### config.mk
export PLATFORM = sky130hd
export DESIGN_NAME = rx_pixel_packer
export DESIGN_NICKNAME = d
export VERILOG_FILES = /design/src/rtl/uart_img_pkg.sv /design/src/rtl/rx_idle_timer.sv /design/src/rtl/rx_pixel_packer.sv
export SDC_FILE = /design/constraint.sdc
export NUM_CORES = 1
export LEC_CHECK = 0
export CAP_MARGIN = 20
export CORE_MARGIN = 5
export CORE_UTILIZATION = 30
export DETAILED_ROUTE_END_ITERATION = 8
export HOLD_SLACK_MARGIN = 0.02
export MAX_ROUTING_LAYER = met4
export SYNTH_ARGS = -nofsm -noshare
export SYNTH_HDL_FRONTEND = slang
export SYNTH_SLANG_ARGS = --single-unit
### constraint.sdc
create_clock -name clk -period 2.22 [get_ports clk]
set_clock_uncertainty 0.1 [all_clocks]
set_input_delay 0.333 -clock clk [delete_from_list [all_inputs] [get_ports clk]]
set_output_delay 0.333 -clock clk [all_outputs]
set_load 0.01 [all_outputs]
### src/rtl/uart_img_pkg.sv
// Shared constants and state type for the UART image receive path
// (packer, rx RAM and image pipeline).
package uart_img_pkg;
   localparam int PIXELS = 240*176;
   localparam int ADDR_W = $clog2(PIXELS);
   localparam logic [7:0] SYNC0 = 8'hAA;
   localparam logic [7:0] SYNC1 = 8'h55;

   typedef enum logic [1:0] {
      SYNC0_WAIT,
      SYNC1_WAIT,
      PIXEL
   } rx_state_t;
endpackage

### src/rtl/rx_idle_timer.sv
// Inter-byte idle counter: flags expiry on the cycle the count would reach
// TIMEOUT_CYC, so the owner can react on that same edge.
module rx_idle_timer #(
   parameter int TIMEOUT_CYC = 1_000_000
) (
   input  logic clk,
   input  logic reset,
   input  logic enable,
   input  logic clear,
   output logic expired
);
   localparam int TW = $clog2(TIMEOUT_CYC+1);
   localparam logic [TW-1:0] LIMIT = TW'(TIMEOUT_CYC);

   logic [TW-1:0] cnt;

   // clear beats expiry, so a byte landing on the last idle cycle is kept
   assign expired = enable && !clear && (cnt >= LIMIT - TW'(1));

   always_ff @(posedge clk) begin
      if (reset || clear)
         cnt <= '0;
      else if (enable && cnt != LIMIT)
         cnt <= cnt + TW'(1);
   end
endmodule

### src/rtl/rx_pixel_packer.sv
// Receive image RAM writer: hunts for the 2-byte sync header, then packs
// RGB byte triplets into 24-bit pixels written at incrementing addresses.
module rx_pixel_packer
   import uart_img_pkg::*;
#(
   parameter int         PIXELS      = uart_img_pkg::PIXELS,
   parameter int         ADDR_W      = $clog2(PIXELS),
   parameter logic [7:0] SYNC0       = uart_img_pkg::SYNC0,
   parameter logic [7:0] SYNC1       = uart_img_pkg::SYNC1,
   parameter int         TIMEOUT_CYC = 1_000_000
) (
   input  logic              clk,
   input  logic              reset,
   input  logic              rx_done,
   input  logic [7:0]        rx_data,
   output logic              we,
   output logic [23:0]       wData,
   output logic [ADDR_W-1:0] wAddr,
   output logic              frame_done,
   output logic              busy,
   output logic              timeout_err
);
   localparam logic [ADDR_W-1:0] LAST_PIX = ADDR_W'(PIXELS-1);

   rx_state_t         state, state_n;
   logic [1:0]        byte_idx, byte_idx_n;
   logic [ADDR_W-1:0] pixel_cnt, pixel_cnt_n;
   logic [7:0]        r_hold, r_hold_n, g_hold, g_hold_n;
   logic              we_n, last_flag, last_flag_n, timeout_n;
   logic [23:0]       wdata_n;
   logic [ADDR_W-1:0] waddr_n;
   logic              tmr_expired;

   assign busy = (state != SYNC0_WAIT);

   rx_idle_timer #(.TIMEOUT_CYC(TIMEOUT_CYC)) u_idle_timer (
      .clk     (clk),
      .reset   (reset),
      .enable  (busy),
      .clear   (rx_done || !busy),
      .expired (tmr_expired)
   );

   always_ff @(posedge clk) begin
      if (reset)
         state <= SYNC0_WAIT;
      else
         state <= state_n;
   end

   always_comb begin
      state_n     = state;
      byte_idx_n  = byte_idx;
      pixel_cnt_n = pixel_cnt;
      r_hold_n    = r_hold;
      g_hold_n    = g_hold;
      we_n        = 1'b0;
      wdata_n     = wData;
      waddr_n     = wAddr;
      last_flag_n = 1'b0;
      timeout_n   = 1'b0;
      if (rx_done) begin
         unique case (state)
            SYNC0_WAIT: begin
               if (rx_data == SYNC0) state_n = SYNC1_WAIT;
            end
            SYNC1_WAIT: begin
               if (rx_data == SYNC1) begin
                  state_n     = PIXEL;
                  byte_idx_n  = 2'd0;
                  pixel_cnt_n = '0;
               end else if (rx_data != SYNC0) begin
                  state_n = SYNC0_WAIT;
               end
            end
            PIXEL: begin
               // header values are plain data here
               unique case (byte_idx)
                  2'd0: begin
                     r_hold_n   = rx_data;
                     byte_idx_n = 2'd1;
                  end
                  2'd1: begin
                     g_hold_n   = rx_data;
                     byte_idx_n = 2'd2;
                  end
                  default: begin
                     we_n       = 1'b1;
                     wdata_n    = {r_hold, g_hold, rx_data};
                     waddr_n    = pixel_cnt;
                     byte_idx_n = 2'd0;
                     if (pixel_cnt == LAST_PIX) begin
                        pixel_cnt_n = '0;
                        state_n     = SYNC0_WAIT;
                        last_flag_n = 1'b1;
                     end else begin
                        pixel_cnt_n = pixel_cnt + ADDR_W'(1);
                     end
                  end
               endcase
            end
            default: state_n = SYNC0_WAIT;
         endcase
      end else if (tmr_expired) begin
         state_n     = SYNC0_WAIT;
         byte_idx_n  = 2'd0;
         pixel_cnt_n = '0;
         timeout_n   = 1'b1;
      end
   end

   always_ff @(posedge clk) begin
      if (reset) begin
         byte_idx    <= 2'd0;
         pixel_cnt   <= '0;
         r_hold      <= 8'd0;
         g_hold      <= 8'd0;
         we          <= 1'b0;
         wData       <= 24'd0;
         wAddr       <= '0;
         last_flag   <= 1'b0;
         frame_done  <= 1'b0;
         timeout_err <= 1'b0;
      end else begin
         byte_idx    <= byte_idx_n;
         pixel_cnt   <= pixel_cnt_n;
         r_hold      <= r_hold_n;
         g_hold      <= g_hold_n;
         we          <= we_n;
         wData       <= wdata_n;
         wAddr       <= waddr_n;
         last_flag   <= last_flag_n;
         frame_done  <= last_flag;
         timeout_err <= timeout_n;
      end
   end
endmodule
==> flow_summary.json <==
{
  "drive_gt1_frac": 0.1390,
  "synth-seq-cells": 100,
  "avgSynthCellArea_sq_um": 8.483,
  "die_y_microns": 131.0,
  "grt_pass1_wl_mm": 18.14,
  "setup_viol": 0,
  "grtUsageTotal": 0.1341,
  "grt_pass1_vias": 3631,
  "max_cap_viol_count": 0,
  "rsz0062_at_grt": "false",
  "min_path_type": "in -> reg",
  "grt_max_degree": 42,
  "via_count": 3900,
  "wl_per_cell_microns": 13.92,
  "slew_headroom": 0.5919,
  "yosysWarnings": 0,
  "fin_tns_setup_ns": 0,
  "syn-instance-count": 518,
  "syn-cell-area_sq_um": 4394,
  "ys_types": 55,
  "final-hold-violation-count": 0,
  "vias_per_cell": 5.039,
  "numPortBuffers": 54,
  "grt.busiest_layer": "met2",
  "cts_tree": "yes",
  "syn_to_final_growth_pct": 28.27,
  "setup_ws_ns": 0.1487,
  "fill_cells": 1450,
  "drt_first_pass_iters": 5,
  "async_reset_ff_frac": 0,
  "ir_drop_mv": 0.3209,
  "criticalPathCategory": "reg -> out",
  "cts.root.buffer_cell": "clkbuf_16",
  "use_met1": 0.1759,
  "synth-edff-count": 0,
  "hpwlAfterDp_mm": 7.875,
  "fp.coreArea_sq_um": 14420,
  "antenna_found_initial": 0,
  "worst_slew_pin_slew_ns": 0.6121,
  "crit_path_start_kind": "flip-flop",
  "ys.flop_type": "dfxtp_1",
  "fp.dieW_microns": 131.0,
  "std_cell_rows": 44,
  "cts_post_setup_buffers_inserted": 0,
  "clock_tree.buffer_depth": 2,
  "routed_wl_mm": 10.78,
  "grt-ovfl-total": 0,
  "max_clock_freq_mhz": 482.8,
  "io_pins": 55,
  "p_per_area_nw_per_um2": 619.5,
  "htree_levels": 3,
  "dieArea_sq_um": 17170,
  "power_leakage_nw": 1.805,
  "timing.final.crit_share": 0.9330,
  "status": "complete, no violations",
  "use_met3": 0.03211,
  "required_ns": 1.79,
  "final_cell_mix": "nand2_1 (109), dfxtp_1 (98), a21oi_1 (67), clkdlybuf4s50_1 (53), nor2_1 (38)",
  "antennaDiodeCount": 0,
  "dp_slack_ns": -0.1544,
  "synth-seq-area-share": 0.4556,
  "initial_core_util": 0.3046,
  "finalMaxSlewViolations": 0,
  "holdWs_ns": 0.3173,
  "met2_usage": 0.2058,
  "endpoint_kind": "output pin",
  "total_power_mw": 3.492,
  "synth_nets": 532,
  "insertion_delay_ns": 0.34,
  "numCtsBuffers": 9,
  "postCtsHoldBufs": 0,
  "final.min_clock_period_ns": 2.071,
  "cts_sinks": 100,
  "layout_commonest_cell": "nand2_1",
  "num-nets-final": 599,
  "first_iter_violations": 281,
  "multi_input_area_sq_um": 2232,
  "path_clk_slew_ns": 0.07,
  "cp_data_arrival_time_ns": 1.64,
  "drc": 0,
  "gp_congestion": 0.7976,
  "ff_latch_area_sq_um": 2004,
  "ant_nets": 0,
  "crit_fanout": 11
}
-- where the power goes --
group          switching [mW]  internal, mW
clock network           0.713         0.892
registers           0.0000600          1.79
logic                  0.0561        0.0381
-- state kept, by name (all words and copies together), names as in the netlist --
signal and count:
wAddr 16, wData 24, we 1, timeout_err 1, state 2, r_hold 8, pixel_cnt 16, frame_done 1
u_idle_timer.cnt 20, g_hold 8, last_flag 1, byte_idx 2
-- logic make-up after synthesis --
family          count (synthesis)  share of synthesized area
compound gates                112                     0.1694
xor+xnor                       17                    0.03389
fa+ha+maj                       3                   0.008543
buf+inv                        43                    0.04271
flops                         100                     0.4556
mux                             9                    0.02050
simple gates                  234                     0.2694
-- metal layers --
metal / wire length [microns] / part of all wire
met4: 134 / 0.012
met2: 5096 / 0.47
met1: 4967 / 0.46
met3: 575 / 0.053
met5: 0 / 0
-- cell type report --
cell class	count	share of cell area
Clock buffer	9	0.03996
Clock inverter	7	0.01421
Inverter	9	0.005993
Multi-Input combinational cell	375	0.3960
Sequential cell	100	0.3556
Tap cell	184	0.04084
Timing Repair Buffer	90	0.1474
-- through the flow --
stage                     area (sq um)  utilization  cells
after global placement            5301       0.3675    758
after global routing              5637       0.3908    774
after CTS                         5618       0.3895    774
final                             5637       0.3908    774
after detailed placement          5301       0.3675    758
after floorplan                   4394            -    518
-- worst paths after layout --
kind / from / end / slack [ns] / cells past startpoint
min: reset / r_hold[2]$_SDFFE_PP0P_ / 0.32 / 2
max reg2reg: pixel_cnt[0]$_SDFFE_PP0P_ / pixel_cnt[15]$_SDFFE_PP0P_ / 0.18 / 6
min reg2reg: last_flag$_SDFF_PP0_ / frame_done$_SDFF_PP0_ / 0.34 / 1
max: state[1]$_SDFFE_PP0P_ / busy / 0.15 / 4
-- cells in the mapped netlist, types with 2 or more instances --
master,n,share of area
and4_1,4,0.0080
buf_4,2,0.0034
a21oi_2,2,0.0040
o31ai_2,2,0.0057
a311oi_2,7,0.024
dfxtp_1,100,0.46
or3_1,5,0.0071
mux2i_1,9,0.021
and3_1,10,0.014
nor4bb_1,3,0.0068
nor2_1,39,0.033
buf_2,9,0.010
inv_1,9,0.0077
o21ai_0,8,0.0091
and3b_1,2,0.0040
ha_1,3,0.0085
and4b_1,2,0.0046
a31oi_1,4,0.0057
nand4_1,6,0.0085
a211oi_1,8,0.014
nand2b_1,3,0.0043
a311oi_1,2,0.0040
and2_1,3,0.0043
nand3_1,17,0.019
a41oi_1,3,0.0060
nor4b_1,4,0.0080
xnor2_1,15,0.030
o31ai_1,2,0.0034
nand2_1,109,0.093
xor2_1,2,0.0040
clkbuf_1,21,0.018
nor3_1,12,0.014
a21oi_1,67,0.076
nor4_4,2,0.0097
nand4_2,2,0.0057
-- repair_timing --
| action | in CTS | in global routing |
|---|---|---|
| cloned | 0 | 0 |
| setup endpoints to repair | 10 | 2 |
| gates resized for setup | 2 | 5 |
-- critical path: stages (launching register included) --
cell             delay [ns]
dfxtp_2                0.37
nor2_4                 0.19
buf_4                  0.20
inv_1                  0.06
clkdlybuf4s50_1        0.47
Power figures use the tool's default switching activity.
